**src/rtl/vga_timing_gen.sv**
```systemverilog
// ---------------------------------------------------------------------------
// vga_timing_gen
//
// Parametrised raster timing generator. A pair of pixel/line counters walks
// the full frame (blanking first, active area last). One registered stage
// later it issues coordinate requests to a pixel source with a fixed read
// latency of PIX_LAT cycles. The sync/blank/pulse timing for the same
// position travels down a PIX_LAT-deep delay line, so the returned RGB and the
// sync outputs leave the final output register together.
//
// Ports:
//   pixel_clk    pixel clock, all logic on its rising edge
//   pixel_rst    synchronous active-high reset (no pipeline drain)
//   en           run request, honoured only at frame boundaries
//   req_valid    coordinate request valid (active pixel)
//   req_x/req_y  requested column/line, 0 when req_valid=0
//   rgb_in       pixel data, valid PIX_LAT cycles after its request
//   hs/vs        horizontal/vertical sync, polarity set by HS_POL/VS_POL
//   blank        1 outside the active area
//   rgb_out      pixel data aligned with hs/vs/blank, 0 while blanked
//   line_start   one-cycle pulse on the first cycle of each line
//   frame_start  one-cycle pulse on the first cycle of each frame
//   running      1 while the counters are running
// ---------------------------------------------------------------------------
module vga_timing_gen #(
    parameter int HDISP   = 800,
    parameter int VDISP   = 480,
    parameter int HFP     = 40,
    parameter int HPULSE  = 48,
    parameter int HBP     = 40,
    parameter int VFP     = 12,
    parameter int VPULSE  = 3,
    parameter int VBP     = 40,
    parameter bit HS_POL  = 1'b0,
    parameter bit VS_POL  = 1'b0,
    parameter int PIX_LAT = 0,
    parameter int RGB_W   = 24
) (
    input  logic                       pixel_clk,
    input  logic                       pixel_rst,
    input  logic                       en,
    output logic                       req_valid,
    output logic [$clog2(HDISP)-1:0]   req_x,
    output logic [$clog2(VDISP)-1:0]   req_y,
    input  logic [RGB_W-1:0]           rgb_in,
    output logic                       hs,
    output logic                       vs,
    output logic                       blank,
    output logic [RGB_W-1:0]           rgb_out,
    output logic                       line_start,
    output logic                       frame_start,
    output logic                       running
);

    localparam int HBLK   = HFP + HPULSE + HBP;
    localparam int HTOTAL = HBLK + HDISP;
    localparam int VBLK   = VFP + VPULSE + VBP;
    localparam int VTOTAL = VBLK + VDISP;
    localparam int HW     = $clog2(HTOTAL);
    localparam int VW     = $clog2(VTOTAL);
    localparam int XW     = $clog2(HDISP);
    localparam int YW     = $clog2(VDISP);

    typedef enum logic {IDLE, RUN} state_t;

    // Timing attributes of one raster position as it moves down the pipe.
    typedef struct packed {
        logic valid;
        logic hs;
        logic vs;
        logic ls;
        logic fs;
    } tim_t;

    localparam tim_t TIM_IDLE = '{valid: 1'b0, hs: ~HS_POL, vs: ~VS_POL,
                                  ls: 1'b0, fs: 1'b0};

    state_t         state;
    logic [HW-1:0]  hcnt;
    logic [VW-1:0]  vcnt;
    tim_t           cur;
    // pipe[0] is the request stage; pipe[PIX_LAT] feeds the output register.
    tim_t           pipe [0:PIX_LAT];

    logic h_last;
    logic v_last;
    assign h_last = (hcnt == HW'(HTOTAL - 1));
    assign v_last = (vcnt == VW'(VTOTAL - 1));

    // ------------------------------------------------------------------
    // Stage 0: run/idle control and raster counters. Leaving RUN is only
    // possible on the last pixel of a frame, so frames are never cut short.
    // ------------------------------------------------------------------
    always_ff @(posedge pixel_clk) begin
        if (pixel_rst) begin
            state   <= IDLE;
            running <= 1'b0;
            hcnt    <= '0;
            vcnt    <= '0;
        end else begin
            // NOTE: sequential state uses non-blocking assignments so every
            // register samples the pre-edge values of its neighbours.
            case (state)
                IDLE: begin
                    if (en) begin
                        state   <= RUN;
                        running <= 1'b1;
                    end
                end
                RUN: begin
                    if (h_last) begin
                        hcnt <= '0;
                        if (v_last) begin
                            vcnt <= '0;
                            if (!en) begin
                                state   <= IDLE;
                                running <= 1'b0;
                            end
                        end else begin
                            vcnt <= vcnt + 1'b1;
                        end
                    end else begin
                        hcnt <= hcnt + 1'b1;
                    end
                end
                default: begin
                    state   <= IDLE;
                    running <= 1'b0;
                end
            endcase
        end
    end

    // Decode of the current counter position; IDLE feeds inactive values.
    always_comb begin
        cur = TIM_IDLE;
        if (state == RUN) begin
            cur.valid = (hcnt >= HW'(HBLK)) && (vcnt >= VW'(VBLK));
            cur.hs    = ((hcnt >= HW'(HFP)) && (hcnt < HW'(HFP + HPULSE)))
                        ? HS_POL : ~HS_POL;
            cur.vs    = ((vcnt >= VW'(VFP)) && (vcnt < VW'(VFP + VPULSE)))
                        ? VS_POL : ~VS_POL;
            cur.ls    = (hcnt == '0);
            cur.fs    = (hcnt == '0) && (vcnt == '0);
        end
    end

    // ------------------------------------------------------------------
    // Request stage plus the PIX_LAT-deep timing delay line.
    // ------------------------------------------------------------------
    always_ff @(posedge pixel_clk) begin
        if (pixel_rst) begin
            // NOTE: the delay line is reset element by element on purpose;
            // stale sync/blank values must never reach the outputs after a
            // mid-frame reset.
            for (int i = 0; i <= PIX_LAT; i++) begin
                pipe[i] <= TIM_IDLE;
            end
            req_x <= '0;
            req_y <= '0;
        end else begin
            pipe[0] <= cur;
            req_x   <= cur.valid ? XW'(hcnt - HW'(HBLK)) : '0;
            req_y   <= cur.valid ? YW'(vcnt - VW'(VBLK)) : '0;
            for (int i = 1; i <= PIX_LAT; i++) begin
                pipe[i] <= pipe[i-1];
            end
        end
    end

    assign req_valid = pipe[0].valid;

    // ------------------------------------------------------------------
    // Output register: the last delay stage and rgb_in now refer to the
    // same raster position.
    // ------------------------------------------------------------------
    always_ff @(posedge pixel_clk) begin
        if (pixel_rst) begin
            hs          <= ~HS_POL;
            vs          <= ~VS_POL;
            blank       <= 1'b1;
            rgb_out     <= '0;
            line_start  <= 1'b0;
            frame_start <= 1'b0;
        end else begin
            hs          <= pipe[PIX_LAT].hs;
            vs          <= pipe[PIX_LAT].vs;
            blank       <= ~pipe[PIX_LAT].valid;
            rgb_out     <= pipe[PIX_LAT].valid ? rgb_in : '0;
            line_start  <= pipe[PIX_LAT].ls;
            frame_start <= pipe[PIX_LAT].fs;
        end
    end

endmodule

```
**config.mk**
```make
export PLATFORM = sky130hd
export DESIGN_NAME = vga_timing_gen
export DESIGN_NICKNAME = d
export VERILOG_FILES = /design/src/rtl/vga_timing_gen.sv
export SDC_FILE = /design/constraint.sdc
export NUM_CORES = 1
export LEC_CHECK = 0
export BUFFER_PORTS_ARGS = -buffer_cell sky130_fd_sc_hd__buf_2
export CAP_MARGIN = 20
export CELL_PAD_IN_SITES_DETAIL_PLACEMENT = 0
export CELL_PAD_IN_SITES_GLOBAL_PLACEMENT = 2
export CORE_MARGIN = 4
export CORE_UTILIZATION = 28
export DETAILED_ROUTE_END_ITERATION = 8
export GPL_TIMING_DRIVEN = 0
export PLACE_DENSITY = 0.8
export REMOVE_ABC_BUFFERS = 1
export SLEW_MARGIN = 20
export SYNTH_ARGS = -nofsm -noshare
export SYNTH_HDL_FRONTEND = slang
export SYNTH_SLANG_ARGS = --single-unit
```
**constraint.sdc**
```tcl
create_clock -name pixel_clk -period 2.1 [get_ports pixel_clk]
set_input_delay 0.105 -clock pixel_clk [delete_from_list [all_inputs] [get_ports pixel_clk]]
set_output_delay 0.105 -clock pixel_clk [all_outputs]
set_load 0.01 [all_outputs]
```
==> results.md, run 1 <==
* Initial antenna violation count at 0
* Share of the synthesized area in the top cell type at a little over half
* Distinct cell type count after synthesis at between 40 and 50
* Family with the most delay on the worst path: simple AND/OR/NAND/NOR gates
* Highest clock frequency the design can meet at around 500 MHz
* Number of detailed-routing iterations run before antenna repair at 5
* Top-level I/O count at 77
* TritonCTS clock tree: built
* Initial Util at slightly below 30%
* Clock net sink count at 75
* Cell-by-cell trace of the critical path: ha_4, nand4_2, or4_4, buf_6, buf_4, o31ai_2, a21oi_2
* Share of total power in combinational logic at 3.6%
* Primary flip-flop cell chosen by synthesis mapping: dfxtp_1
* Via count of the first global-routing pass at 2122
* Number of setup violations in the final report at 0
* Number of routed nets with antenna violations at 0
* Source-to-sink clock delay at the later pin of the worst-skew pair at roughly 340 ps
* Count of max-cap constraint violations at 0
* Multi-input combinational cell area at about 0.0012 sq mm
* Sum of overflow across all layers after global routing at 0
* Final Hold Violating Endpoints at 0
* Seq. cell area at around 0.0015 sq mm
* Part of the power in registers at between 50% and 60%
* Period utilisation layout at ~96%
* Post-synthesis register bit count at between 70 and 80
* Final Routed Wirelength at roughly 6400 um
* Total Die Area at roughly 0.011 sq mm
* Filler Cells Inserted at around 900
* Share of total power consumed by net switching at 22.9%
* M1 GR Usage at 14.4%
* Mapped Area at 0.00275 sq mm
* Required time of the critical path at around 2300 ps
* Slew at the pin closest to its max-slew limit at roughly 690 ps
* Port Buffers at 76
* Routed via count divided by cell count at 4.30
* CTS Buf Count at 9
* GRT Resource Usage Total at between 10 and 15%
* Proportion of synthesized chip area in sequential cells at approximately 55%
* Routing usage on met3 at between 3 and 4%
* Number of placement rows at 35
* Vias at approximately 2200
* Number of pins exceeding their max-slew limit in the final report at 0
* Proportion of layout cells with a drive suffix above 1 at between 30% and 40%
* Leakage at ~0.0017 uW
* Tightest Hold Check Type: in -> reg
* Number of H-tree branching levels at 3
* Post-synth ARST share at 0%
* Internal power at 2050 uW
* Critical Path Slowest Stage Cell: or4_4
* Time the final worst path needs with I/O delays and setup at roughly 2000 ps
* Count of synthesis-stage warnings from yosys at 0
* Clock tree skew after final layout at 9.16 ps
* Floorplan die width at about 110 um
* Type of the worst setup path: reg -> reg
* Signal arrival time at the worst endpoint at between 2000 and 2500 ps
* Routed wire per std cell at about 12 um
* Global-route wire length before repair at a little over 10000 um
* Dpl ws at -233 ps
* Most area-consuming cells after synthesis: dfxtp_1 55%, and2_1 7.3%, nor2_1 4.1%, ha_1 3.6%, xor2_1 2.9%
* Die Y at around 110 um
* Met2 Resource Use GR at 17.3%
* Final #Nets at ~420
* Net switching power at just over 600 uW
* Floorplan Core Area at around 0.0094 sq mm
* Final Total Pwr at roughly 2700 uW
* Dominant cell by count in the synthesized netlist: dfxtp_1
* Kind of end point of the critical path: flop
* Area leader, netlist: dfxtp_1
* Global-route layer with the greatest usage: met2
* Sort of element at the start of the critical path: flop
* Post-route worst setup slack at between 80 and 90 ps
* Deepest clock path buffer count at 2
* Antenna diode count at 0
* Commonest cells in the synthesized netlist: 75 x dfxtp_1, 32 x and2_1, 30 x nor2_1
* Clock root buffer master: clkbuf_8
* Pwr Density at around 700 mW/mm^2
* Layout area overhead at 37.7%
* Number of enable-type register cells in the synthesized netlist at 0
* Status: finished, final reports clean
* Longest individual stage delay on the worst path at approximately 570 ps
* Worst-case register-to-register setup slack at a little under 90 ps
* Part of the total power dissipated in the clock network at approximately 42%
* Syn_area_per_cell at roughly 10 sq um
* Clock-pin slew on the worst setup and hold paths at approximately 80 ps
* Maximum fanout encountered on the critical timing path at 7
* Violation count after the first detailed-route iteration at between 90 and 100
* Worst slew slack as a fraction of its limit at approximately 54%
* CP bufs+invs at 2
* Maximum VDD drop at about 210 uV
* Post-detail-place hpwl at slightly above 4000 um
* RSZ-0062 raised after global routing: yes
* Largest net degree at the start of global routing at 26
* GP Congestion at 0.745
* Detailed-route DRC error count at 0
* Number of instances in the synthesized netlist at 281
[per-layer routing]
metal	wire (um)	vias to the layer above
met2	2670	85
met4	119	0
met5	0	-
li1	-	1146
met3	524	12
met1	3100	978
[path summary, 6_finish.rpt]
path,start,cells after the start,endpoint
setup reg to reg,hcnt[0],7,vcnt[7]
hold reg to reg,pipe[0][3],1,hs
hold / removal,en,3,state
setup / recovery,hcnt[0],7,vcnt[7]
[power by group through the flow]
stage	registers, uW	clock network (uW)	logic (uW)
2_1_floorplan	1470	0	22.2
3_3_place_gp	1470	0	58.2
3_5_place_dp	1470	0	58.8
4_1_cts	1440	1150	95.1
5_1_grt	1440	1220	107
6_report	1440	1120	95.9
[kinds of logic (layout without fill, tap and decap cells)]
| family | Yosys count | in the layout | share of synthesized area [%] |
|---|---|---|---|
| buf+inv | 27 | 133 | 4.41 |
| xor+xnor | 14 | 14 | 4.46 |
| fa+ha+maj | 8 | 8 | 3.64 |
| simple gates | 124 | 124 | 25.5 |
| flops | 75 | 75 | 54.6 |
| compound gates | 33 | 33 | 7.41 |
[sequential cells by signal, summed over array words and instances (netlist names)]
name,count
pipe,5
vs,1
running,1
req_y,9
line_start,1
rgb_out,24
req_x,10
blank,1
vcnt,10
frame_start,1
state,1
hs,1
hcnt,10
[cell type report]
cell class	count	area share (%)
Clock buffer	9	3.27
Clock inverter	7	2.05
Inverter	12	1.19
Multi-Input combinational cell	179	31.5
Sequential cell	75	39.9
Tap cell	129	4.26
Timing Repair Buffer	105	17.8
[worst reg2reg max path, delay by kind of cell (launching register included)]
kind                     cells  cell delay [ps]
AND/OR/NAND/NOR              2              710
flip-flops                   1              390
AO/OA/AOI/OAI                2              340
buffers and inverters        2              290
adder cells (fa/ha/maj)      1              170
[stage by stage]
| step | cells | util, % | cell area [sq um] | hold WS, ps | TNS [ps] |
|---|---|---|---|---|---|
| after floorplan | 266 | - | 2680 | 174 | 0 |
| after global placement | 471 | 34.2 | 3220 | 305 | -8760 |
| after detailed placement | 471 | 34.3 | 3230 | 307 | -2600 |
| after CTS | 514 | 39.5 | 3720 | 11.4 | -17.9 |
| after global routing | 516 | 40.2 | 3790 | 13.3 | -227 |
| final | 516 | 40.2 | 3790 | 25.6 | 0 |
[what timing repair did]
item                                    in CTS  in global routing
gates resized for setup                     10                 12
endpoints found under the setup margin      28                 22
hold buffers                                24                  0
setup buffers                                3                  2
pin swaps                                    1                  2
endpoints found under the hold margin       24                  0
[cell usage in the layout, fill, tap and decap left out, types with 4 or more instances in the layout]
| master | synthesis | layout |
|---|---|---|
| dfxtp_1 | 75 | 70 |
| buf_2 | 3 | 76 |
| or4_1 | 5 | 4 |
| and2_1 | 32 | 32 |
| ha_1 | 8 | 7 |
| nand2_1 | 10 | 10 |
| or3_1 | 4 | 4 |
| xor2_1 | 9 | 9 |
| inv_1 | 12 | 11 |
| xnor2_1 | 5 | 5 |
| nand3_1 | 9 | 9 |
| o21ai_0 | 9 | 9 |
| and3_1 | 5 | 5 |
| a21oi_1 | 11 | 9 |
| nor2_1 | 30 | 30 |
| nand4_1 | 7 | 7 |
| clkbuf_8 | 0 | 9 |
| dlygate4sd3_1 | 0 | 24 |
Note: power is estimated with default switching activity, not from simulation.
==> run 2, diff against run 1 <==
--- a/config.mk
+++ b/config.mk
@@ -10,11 +10,13 @@
 export CELL_PAD_IN_SITES_DETAIL_PLACEMENT = 0
 export CELL_PAD_IN_SITES_GLOBAL_PLACEMENT = 2
 export CORE_MARGIN = 4
-export CORE_UTILIZATION = 28
+export CORE_UTILIZATION = 29
+export CTS_BUF_LIST = sky130_fd_sc_hd__clkbuf_4 sky130_fd_sc_hd__clkbuf_8
 export DETAILED_ROUTE_END_ITERATION = 8
 export GPL_TIMING_DRIVEN = 0
-export PLACE_DENSITY = 0.8
+export PLACE_DENSITY = 0.82
 export REMOVE_ABC_BUFFERS = 1
+export SETUP_SLACK_MARGIN = 0.2
 export SLEW_MARGIN = 20
 export SYNTH_ARGS = -nofsm -noshare
 export SYNTH_HDL_FRONTEND = slang
==> run 2 against run 1 <==
Wire length is 6.2% higher. Non-clock buffer count rose by 12. First-iteration DRC count increased by 51%. Maximum frequency grew 7.3%. Flip-flop and latch count unchanged. Die area is 3.2% lower. Sequential power is essentially flat. Clock power increased by 9.8%. Critical path type unchanged. Largest cell class unchanged.
==> results.md, run 2 (synthesized netlist as in run 1, its figures left out) <==
* Clock-pin slew on the worst setup and hold paths at 80 ps (about the same)
* CTS Buf Count at 9 (unchanged)
* Number of pins exceeding their max-slew limit in the final report at 0 (unchanged)
* Signal arrival time at the worst endpoint at 2170 ps (-70 ps)
* Highest clock frequency the design can meet at 533 MHz (+7.3%)
* Internal power at 2170 uW (+6.0%)
* Commonest cells after routing, fill and taps aside: 76 x buf_2, 65 x dfxtp_1, 32 x and2_1, 30 x nor2_1, 24 x dlygate4sd3_1
* GRT Resource Usage Total at 12.8% (+1.4 points)
* GP Congestion at 0.726 (-2.5%)
* Number of routed nets with antenna violations at 0 (unchanged)
* Initial antenna violation count at 0 (unchanged)
* Deepest clock path buffer count at 2 (unchanged)
* Part of the total power dissipated in the clock network at 44.4% (+2.3 points)
* Most frequent standard cell in the layout excluding fill and tap cells: buf_2
* Total Die Area at 0.0111 sq mm (-3.2%)
* Largest net degree at the start of global routing at 26 (unchanged)
* TritonCTS clock tree: built
* Length of routed met3 wiring at 511 um (-2.5%)
* Required time of the critical path at 2400 ps (+70 ps)
* Maximum VDD drop at 335 uV (+56%)
* Time the final worst path needs with I/O delays and setup at 1870 ps (-136 ps)
* Total negative setup slack at 0 ps (unchanged)
* Number of flip-flops in the largest register at 24 (unchanged)
* Highest routed layer: met4
* Dpl ws at -198 ps (+34.2 ps)
* RSZ-0062 raised after global routing: yes
* Share of total power in combinational logic at 3.9% (+0.3 points)
* Final #Nets at 430 (+3.1%)
* Worst slew slack as a fraction of its limit at 53.1% (-0.58 points)
* Slew at the pin closest to its max-slew limit at 701 ps (+8.60 ps)
* Period utilisation layout at 89.3% (-6.5 points)
* Maximum fanout encountered on the critical timing path at 7 (unchanged)
* Part of the power in registers at 51.7% (-2.6 points)
* Die Y at 105 um (-1.6%)
* Pwr Density at 705 mW/mm^2 (+0.70%)
* Source-to-sink clock delay at the later pin of the worst-skew pair at 360 ps (+20 ps)
* Layout area overhead at 43.0%
* Type of the worst setup path: reg -> reg
* Violation count after the first detailed-route iteration at 139 (+51%)
* Status: finished, final reports clean
* Share of total power consumed by net switching at 21.9% (-1.0 points)
* Post-layout util at 42.6% (+2.3 points)
* Number of placement rows at 35 (unchanged)
* Worst-case register-to-register setup slack at 230 ps (+140 ps)
* Number of detailed-routing iterations run before antenna repair at 4 (-1)
* Register with the most flip-flops: rgb_out
* Kind of end point of the critical path: flop
* Routed wl met2 at 2940 um (+10%)
* Fin cells at 529 (+2.5%)
* Post-route worst hold slack at 8.16 ps (-17.5 ps)
* Sum of overflow across all layers after global routing at 0 (unchanged)
* Clock tree skew after final layout at 12.2 ps (+3.04 ps)
* Vias at 2315 (+4.2%)
* Sort of element at the start of the critical path: flop
* Floorplan die width at 105 um (-1.6%)
* Top-level I/O count at 77 (unchanged)
* Port Buffers at 76 (unchanged)
* Global-route wire length before repair at 11200 um (+9.4%)
* Routed wire per std cell at 12.9 um (+3.6%)
* Filler Cells Inserted at 887 (-1.6%)
* Routed via count divided by cell count at 4.38 (+1.7%)
* Via count of the first global-routing pass at 2221 (+4.7%)
* Count of max-cap constraint violations at 0 (unchanged)
* Post-detail-place hpwl at 4340 um (+5.0%)
* Clock net sink count at 75 (unchanged)
* Routed met1 length at 3230 um (+4.1%)
* Leakage at 0.00175 uW (+4.0%)
* Final Routed Wirelength at 6810 um (+6.2%)
* Detailed-route DRC error count at 0 (unchanged)
* Floorplan Core Area at 0.00924 sq mm (-1.9%)
* Number of setup violations in the final report at 0 (unchanged)
* Seq. cell area at 0.00153 sq mm (+0.91%)
* Multi-input combinational cell area at 0.00122 sq mm (+2.5%)
* Number of H-tree branching levels at 3 (unchanged)
* Initial Util at 29.8% (+0.55 points)
* Total placed cells including tap cells at 472 (+0.21%)
* Post-route worst setup slack at 225 ps (+136 ps)
* Clock root buffer master: clkbuf_8
* Proportion of layout cells with a drive suffix above 1 at 36.3% (+4.2 points)
* Net switching power at 607 uW (about the same)
* Tightest Hold Check Type: in -> reg
* Antenna diode count at 0 (unchanged)
* Final Hold Violating Endpoints at 0 (unchanged)
==> run 2: cell types whose count changed in the layout (fill, tap and decap cells not counted), moves of 2 or more <==
cell / change
dfxtp_4: +3
buf_4: +12
clkinv_4: -2
dfxtp_2: +2
dfxtp_1: -5
==> run 2: timing repair <==
action	CTS	global route
cloned	1	0
setup endpoints to repair	38	14
hold buffers	24	0
pin swaps	11	9
gates resized for setup	26	13
setup buffers	10	6
hold endpoints to repair	24	0
==> run 2: power groups by stage <==
stage          Sequential, uW  Clock, uW  Combinational [uW]
6_report                 1430       1230                 107
5_1_grt                  1440       1340                 119
4_1_cts                  1440       1270                 106
3_5_place_dp             1470          0                60.0
3_3_place_gp             1470          0                59.6
2_1_floorplan            1470          0                22.2
==> run 2: layer usage <==
| metal | vias up | GRT usage, % |
|---|---|---|
| li1 | 1170 | - |
| met1 | 1056 | 16.7 |
| met2 | 79 | 18.6 |
| met3 | 10 | 4.23 |
| met4 | 0 | 6.47 |
| met5 | - | 0 |
==> run 2: critical path: stages (launching register included) <==
cell and delay [ps]:
dfxtp_4 370, or2_4 260, or4_4 570, or4_4 510, a21oi_2 120
==> run 2: layout make-up <==
class / instances / share of cell area [%]
sequential: 75 / 38.8
timing repair buffer: 117 / 19.2
clock buffer: 9 / 3.15
inverter: 12 / 1.15
multi-input combinational: 180 / 31.1
clock inverter: 7 / 2.51
tap: 129 / 4.10
==> run 2: final timing paths <==
path,cells past startpoint,startpoint,endpoint
setup / recovery,4,hcnt[6],vcnt[8]
hold / removal,3,en,state
setup reg to reg,4,hcnt[6],vcnt[8]
hold reg to reg,1,pipe[0][2],vs
==> run 2: stage by stage <==
| stage | power, uW | instance area, sq um |
|---|---|---|
| after floorplan | 1490 | 2680 |
| after detailed placement | 1530 | 3230 |
| final | 2780 | 3930 |
| after global routing | 2900 | 3930 |
| after global placement | 1530 | 3220 |
| after CTS | 2810 | 3840 |
